File: src/rtl/bullet_if.sv
// Scan inputs and sprite outputs shared between the bullet layer and the pixel-colour path.
interface bullet_if;
   logic [9:0] xx;
   logic [9:0] yy;
   logic       aactive;
   logic [2:0] state;
   logic       HeartSpriteOn;
   logic       BulletSpriteOn;
   logic       hit;
   logic [3:0] hit_count;

   modport master (
      output xx, yy, aactive, state, HeartSpriteOn,
      input  BulletSpriteOn, hit, hit_count
   );

   modport slave (
      input  xx, yy, aactive, state, HeartSpriteOn,
      output BulletSpriteOn, hit, hit_count
   );
endinterface

File: src/rtl/bullet_engine.sv
// Enemy bullet layer: moving bullet pool, per-frame spawn/update, heart collision reporting.
module bullet_engine #(
   parameter int unsigned NUM_BULLETS  = 4,
   parameter int unsigned SIZE         = 8,
   parameter int unsigned SPEED        = 2,
   parameter int unsigned SPAWN_FRAMES = 30,
   parameter int unsigned BOX_X0       = 200,
   parameter int unsigned BOX_X1       = 440,
   parameter int unsigned BOX_Y0       = 260,
   parameter int unsigned BOX_Y1       = 420,
   parameter logic [2:0]  FIGHT_STATE  = 3'd2
) (
   input  logic    Pclk,
   input  logic    RESET,
   bullet_if.slave bus
);

   localparam int unsigned CW = (SPAWN_FRAMES > 1) ? $clog2(SPAWN_FRAMES) : 1;

   // The tick cycle is the UPDATE phase; every other cycle is SCAN.
   localparam logic [0:0] SCAN   = 1'b0;
   localparam logic [0:0] UPDATE = 1'b1;

   // Spawn heights come from a 6-bit offset, so the box must be tall enough for it.
   if (BOX_Y1 - BOX_Y0 - SIZE < 64) begin : g_box_check
      $error("bullet_engine: box too short for spawn range");
   end

   logic [NUM_BULLETS-1:0] act_q, act_d;
   logic [NUM_BULLETS-1:0] flag_q, flag_d;
   logic [NUM_BULLETS-1:0] cov_c, newhit_c;
   logic [9:0]             bx_q [NUM_BULLETS];
   logic [9:0]             bx_d [NUM_BULLETS];
   logic [9:0]             by_q [NUM_BULLETS];
   logic [9:0]             by_d [NUM_BULLETS];
   logic [CW-1:0]          cnt_q, cnt_d;
   logic [7:0]             lfsr_q, lfsr_d;
   logic                   bso_q, bso_d;
   logic                   hit_q, hit_d;
   logic [3:0]             hcnt_q, hcnt_d;
   logic [0:0]             phase_c;
   logic                   tick_c, en_c, spawned_c;

   assign tick_c  = (bus.xx == 10'd0) && (bus.yy == 10'd480);
   assign en_c    = (bus.state == FIGHT_STATE);
   assign phase_c = tick_c ? UPDATE : SCAN;

   // Per-bullet pixel coverage for the current scan position.
   always_comb begin
      for (int i = 0; i < NUM_BULLETS; i++) begin
         cov_c[i] = act_q[i]
                 && ({1'b0, bus.xx} >= {1'b0, bx_q[i]})
                 && ({1'b0, bus.xx} <  ({1'b0, bx_q[i]} + 11'(SIZE)))
                 && ({1'b0, bus.yy} >= {1'b0, by_q[i]})
                 && ({1'b0, bus.yy} <  ({1'b0, by_q[i]} + 11'(SIZE)));
      end
      newhit_c = cov_c & {NUM_BULLETS{bus.HeartSpriteOn && bus.aactive}};
   end

   // Next-state logic: collision capture during SCAN, move/spawn/retire on UPDATE.
   always_comb begin
      act_d     = act_q;
      flag_d    = flag_q;
      bx_d      = bx_q;
      by_d      = by_q;
      cnt_d     = cnt_q;
      lfsr_d    = lfsr_q;
      hcnt_d    = hcnt_q;
      hit_d     = 1'b0;
      bso_d     = bus.aactive && (|cov_c);
      spawned_c = 1'b0;

      if (phase_c == SCAN) begin
         flag_d = flag_q | newhit_c;
      end else if (!en_c) begin
         act_d  = '0;
         flag_d = '0;
         cnt_d  = '0;
      end else begin
         if (|flag_q) begin
            hit_d = 1'b1;
            if (hcnt_q != 4'd15) hcnt_d = hcnt_q + 4'd1;
         end
         for (int i = 0; i < NUM_BULLETS; i++) begin
            if (flag_q[i]) begin
               act_d[i] = 1'b0;
            end else if (act_q[i]) begin
               if (({1'b0, bx_q[i]} - 11'(SPEED)) < 11'(BOX_X0)) act_d[i] = 1'b0;
               else                                             bx_d[i]  = bx_q[i] - 10'(SPEED);
            end
         end
         // Overlaps seen on the tick itself belong to the next frame.
         flag_d = newhit_c;
         if (cnt_q == CW'(SPAWN_FRAMES - 1)) begin
            cnt_d = '0;
            for (int i = 0; i < NUM_BULLETS; i++) begin
               if (!spawned_c && !act_d[i]) begin
                  spawned_c = 1'b1;
                  act_d[i]  = 1'b1;
                  bx_d[i]   = 10'(BOX_X1 - SIZE);
                  by_d[i]   = 10'(BOX_Y0) + 10'(lfsr_q[5:0]);
               end
            end
         end else begin
            cnt_d = cnt_q + CW'(1);
         end
         lfsr_d = {lfsr_q[6:0], lfsr_q[7] ^ lfsr_q[5] ^ lfsr_q[4] ^ lfsr_q[3]};
      end
   end

   // State and output registers.
   always_ff @(posedge Pclk) begin
      if (RESET) begin
         act_q  <= '0;
         flag_q <= '0;
         cnt_q  <= '0;
         lfsr_q <= 8'hA5;
         bso_q  <= 1'b0;
         hit_q  <= 1'b0;
         hcnt_q <= 4'd0;
         for (int i = 0; i < NUM_BULLETS; i++) begin
            bx_q[i] <= 10'd0;
            by_q[i] <= 10'd0;
         end
      end else begin
         act_q  <= act_d;
         flag_q <= flag_d;
         cnt_q  <= cnt_d;
         lfsr_q <= lfsr_d;
         bso_q  <= bso_d;
         hit_q  <= hit_d;
         hcnt_q <= hcnt_d;
         for (int i = 0; i < NUM_BULLETS; i++) begin
            bx_q[i] <= bx_d[i];
            by_q[i] <= by_d[i];
         end
      end
   end

   assign bus.BulletSpriteOn = bso_q;
   assign bus.hit            = hit_q;
   assign bus.hit_count      = hcnt_q;

endmodule

File: src/flat_wrapper.sv
// flat-port wrapper written by rule: the top's interface ports become plain ports
module bullet_engine_flat 
#(
   parameter int unsigned NUM_BULLETS  = 4,
   parameter int unsigned SIZE         = 8,
   parameter int unsigned SPEED        = 2,
   parameter int unsigned SPAWN_FRAMES = 30,
   parameter int unsigned BOX_X0       = 200,
   parameter int unsigned BOX_X1       = 440,
   parameter int unsigned BOX_Y0       = 260,
   parameter int unsigned BOX_Y1       = 420,
   parameter logic [2:0]  FIGHT_STATE  = 3'd2
)
  (Pclk, RESET, bus_xx, bus_yy, bus_aactive, bus_state, bus_HeartSpriteOn, bus_BulletSpriteOn, bus_hit, bus_hit_count);
  bullet_if bus_i ();
  input  logic Pclk;
  input  logic RESET;
  input wire logic [$bits(bus_i.xx)-1:0] bus_xx;
  input wire logic [$bits(bus_i.yy)-1:0] bus_yy;
  input wire logic [$bits(bus_i.aactive)-1:0] bus_aactive;
  input wire logic [$bits(bus_i.state)-1:0] bus_state;
  input wire logic [$bits(bus_i.HeartSpriteOn)-1:0] bus_HeartSpriteOn;
  output wire logic [$bits(bus_i.BulletSpriteOn)-1:0] bus_BulletSpriteOn;
  output wire logic [$bits(bus_i.hit)-1:0] bus_hit;
  output wire logic [$bits(bus_i.hit_count)-1:0] bus_hit_count;
  assign bus_i.xx = bus_xx;
  assign bus_i.yy = bus_yy;
  assign bus_i.aactive = bus_aactive;
  assign bus_i.state = bus_state;
  assign bus_i.HeartSpriteOn = bus_HeartSpriteOn;
  assign bus_BulletSpriteOn = bus_i.BulletSpriteOn;
  assign bus_hit = bus_i.hit;
  assign bus_hit_count = bus_i.hit_count;
  bullet_engine #(.NUM_BULLETS(NUM_BULLETS), .SIZE(SIZE), .SPEED(SPEED), .SPAWN_FRAMES(SPAWN_FRAMES), .BOX_X0(BOX_X0), .BOX_X1(BOX_X1), .BOX_Y0(BOX_Y0), .BOX_Y1(BOX_Y1), .FIGHT_STATE(FIGHT_STATE)) u_core (.Pclk(Pclk), .RESET(RESET), .bus(bus_i));
endmodule
File: config.mk
export PLATFORM = sky130hd
export DESIGN_NAME = bullet_engine_flat
export DESIGN_NICKNAME = d
export VERILOG_FILES = /design/src/rtl/bullet_if.sv /design/src/rtl/bullet_engine.sv /design/src/flat_wrapper.sv
export SDC_FILE = /design/constraint.sdc
export NUM_CORES = 1
export LEC_CHECK = 0
export ABC_CLOCK_PERIOD_IN_PS = 3900
export CAP_MARGIN = 20
export CORE_MARGIN = 4
export CORE_UTILIZATION = 36
export DETAILED_ROUTE_END_ITERATION = 12
export PLACE_DENSITY = 0.49
export SETUP_SLACK_MARGIN = 0.02
export SYNTH_ARGS = -nofsm -noshare
export SYNTH_HDL_FRONTEND = slang
export SYNTH_SLANG_ARGS = --single-unit
File: constraint.sdc
create_clock -name Pclk -period 3.9 [get_ports Pclk]
set_input_delay 0.975 -clock Pclk [delete_from_list [all_inputs] [get_ports Pclk]]
set_output_delay 0.975 -clock Pclk [all_outputs]
set_load 0.005 [all_outputs]
==> flow_summary.json <==
{
  "reg2reg_depth": 10,
  "slew_headroom": 0.4184,
  "ys_seq_area_frac": 0.2240,
  "grt.total_usage": 0.2045,
  "core_area_sq_um": 22920,
  "tightestPinTransition_ns": 0.8722,
  "hold_path_class": "reg -> reg",
  "fin_tns_setup_ns": 0,
  "finClkSkew_ns": 0.009501,
  "power_density_nw_per_um2": 230.3,
  "synth_area_leaders": "dfxtp_1 (22%), ha_1 (21%), xnor2_1 (4.8%), a21oi_1 (3.8%), inv_1 (3.6%)",
  "period_share": 0.8822,
  "intPower_uw": 1576,
  "hold_viol_final": 0,
  "synthCells": 1028,
  "cp-start-kind": "input pin",
  "cts_tree": "built",
  "synth_nets": 1195,
  "rrSetupSlack_ns": 0.66,
  "synth_seq_cells": 95,
  "place_congestion": 0.8794,
  "p_total_uw": 2257,
  "finalCriticalPeriod_ns": 3.440,
  "drt_first_pass_iters": 5,
  "switchingPower_uw": 680.4,
  "clockPowerShare": 0.408,
  "num_rows": 55,
  "antenna_left": 0,
  "setup_viol": 0,
  "synth_commonest_cells": "ha_1 (140), dfxtp_1 (95), inv_1 (81)",
  "end_kind": "register",
  "postCtsSetupRepairBufs": 0,
  "start_util": 0.3705,
  "antenna_found_initial": 2,
  "leakage_uw": 0.003740,
  "dp_hpwl_microns": 20870,
  "nFillCells": 2325,
  "crit_arrival_ns": 3.73,
  "grt_overflow_total": 0,
  "clock_path_buffers": 2,
  "grt_max_degree": 41,
  "crit_chain": "clkdlybuf4s50_1 > ha_1 > or2_2 > a221oi_1 > o21ai_0 > o31a_1 > a311o_1 > or4_1 > a21oi_1",
  "routed_via_density": 5.547,
  "p_seq_frac": 0.435,
  "synth.largest_area_cell": "dfxtp_1",
  "p_sw_frac": 0.3015,
  "hold_path_end": "u_core.by_q[2]",
  "nets": 1259,
  "worst-path-buf-inv": 1,
  "dieArea_sq_um": 26110,
  "slew_viol_final": 0,
  "yosysUniqueCellTypes": 87,
  "post-route-drc-count": 0,
  "ir_drop_mv": 0.2526,
  "wire_per_inst_microns": 18.86,
  "path_clk_slew_ns": 0.08,
  "synth.most_common_cell": "ha_1",
  "syn_area_sq_um": 8491,
  "critPathMaxStageDelay_ns": 0.47,
  "status": "completed",
  "reg2reg_from": "u_core.bx_q[23]",
  "path_delay_family": "compound AO/OA/AOI/OAI gates",
  "yosys_warnings": 0,
  "cts_root_buffer": "clkbuf_16",
  "crit_fanout": 2,
  "ys.flop_type": "dfxtp_1",
  "synth_edf_count": 0,
  "cts-resized-gates": 0,
  "critPathKind": "in -> reg",
  "r2r_end": "u_core.bx_q[12]",
  "drtIter0Drc": 389,
  "postSynth.asyncResetShare": 0,
  "worstPathRequired_ns": 4.19,
  "drive_above_1_share": 0.1021,
  "p_comb_frac": 0.157,
  "rsz0062_at_grt": "no",
  "die_h_microns": 161.6,
  "first_global_vias": 7468,
  "fin_util": 0.4275,
  "worstHoldPathCells": 2,
  "hold_start": "u_core.by_q[2]",
  "cp_slowest_cell": "clkdlybuf4s50_1",
  "clock_latency_ns": 0.36,
  "cts_sinks": 95,
  "routed_wl_microns": 26600,
  "synth.avg_cell_area_sq_um": 8.259,
  "grt_pass1_wl_microns": 42440,
  "n_antenna_cell": 0,
  "port_buffers": 32,
  "ctsHoldBuffers": 0,
  "fmax_mhz": 290.7,
  "maxCapViolCount": 0,
  "die_width_microns": 161.6,
  "ios": 33,
  "syn2layout_area_growth_pct": 15.38,
  "via_count": 7821,
  "netlist.area_leader.share": 0.2240,
  "cts_made_buffers": 9,
  "ctsHtreeMaxLevel": 3
}
cell families after synthesis:
kind of cell,Yosys count,synth area share
AO/OA/AOI/OAI,265,0.2193
XOR/XNOR,51,0.05261
adder cells (fa/ha/maj),140,0.2063
buffers and inverters,119,0.05585
flip-flops,95,0.2240
multiplexers,28,0.03330
AND/OR/NAND/NOR,330,0.2087
power by group through the flow:
stage               logic, uW  clock network [uW]  registers [uW]
floorplan                 201                   0            1000
global placement          349                   0            1010
detailed placement        349                   0            1010
CTS                       352                 945             982
global route              397                 976             983
finish                    353                 921             982
metrics by stage:
step	instance area, sq um	hold WS, ns	worst slack [ns]	cells
4_1_cts	9797	0.4606	0.4766	1410
5_1_grt	9797	0.4842	0.3084	1410
3_5_place_dp	9497	0.4477	0.1164	1394
2_1_floorplan	8491	0.4321	0.8779	1028
6_report	9797	0.4589	0.4596	1410
3_3_place_gp	9497	0.4429	0.1502	1394
tightest hold or removal path, stage by stage, from the launching register on:
cell and delay [ns]:
dfxtp_1 0.31, nand2_1 0.05, mux2i_1 0.05
sequential cells by signal, summed over array words and instances, names as in the netlist:
name	flops
u_core.lfsr_q	8
u_core.by_q	32
u_core.bus.hit	1
u_core.cnt_q	5
u_core.bus.BulletSpriteOn	1
u_core.bx_q	36
u_core.bus.hit_count	4
u_core.act_q	4
u_core.flag_q	4
placed cells by master (no fill, tap or decap), drive strengths merged, types with 5 or more instances in the layout:
cell type / instances
ha: 140
dfxtp: 95
inv: 86
nand2: 71
a21oi: 68
nor2: 61
buf: 57
nand3: 51
o21ai: 48
xnor2: 47
clkdlybuf4s50: 31
mux2i: 26
nand4: 24
a211oi: 23
and3: 19
nor3: 17
nor2b: 16
o21a: 15
a31oi: 15
o211ai: 15
nor4: 14
o31ai: 13
nand2b: 11
or3: 10
clkbuf: 9
or4: 8
or2: 7
a21o: 6
o2111ai: 6
and2: 6
o211a: 5
o32ai: 5
layout make-up:
| type | instances | area, sq um | area share |
|---|---|---|---|
| multi-input combinational | 814 | 6115 | 0.6241 |
| timing repair buffer | 88 | 773.2 | 0.07893 |
| inverter | 84 | 315.3 | 0.03218 |
| clock inverter | 7 | 75.07 | 0.007663 |
| clock buffer | 9 | 225.2 | 0.02299 |
| tap | 313 | 391.6 | 0.03997 |
| sequential | 95 | 1902 | 0.1941 |
metal layers:
| metal | part of all wire | GRT usage |
|---|---|---|
| met3 | 0.033 | 0.02348 |
| met5 | 0.00045 | 0 |
| met2 | 0.45 | 0.3275 |
| met4 | 0.019 | 0.05622 |
| met1 | 0.50 | 0.2913 |
how the worst max path moves through the flow:
stage                         start               end  slack, ns  cells after the start
final                     bus_xx[1]  u_core.flag_q[0]       0.46                      9
after global routing      bus_xx[3]    u_core.by_q[2]       0.31                     10
after CTS                 bus_xx[1]  u_core.flag_q[0]       0.48                      9
after detailed placement  bus_xx[1]  u_core.flag_q[0]       0.12                      9
after global placement    bus_xx[1]  u_core.flag_q[0]       0.15                      9
after floorplan           bus_xx[1]  u_core.flag_q[0]       0.88                      8
(Power assumes the default switching activity.)
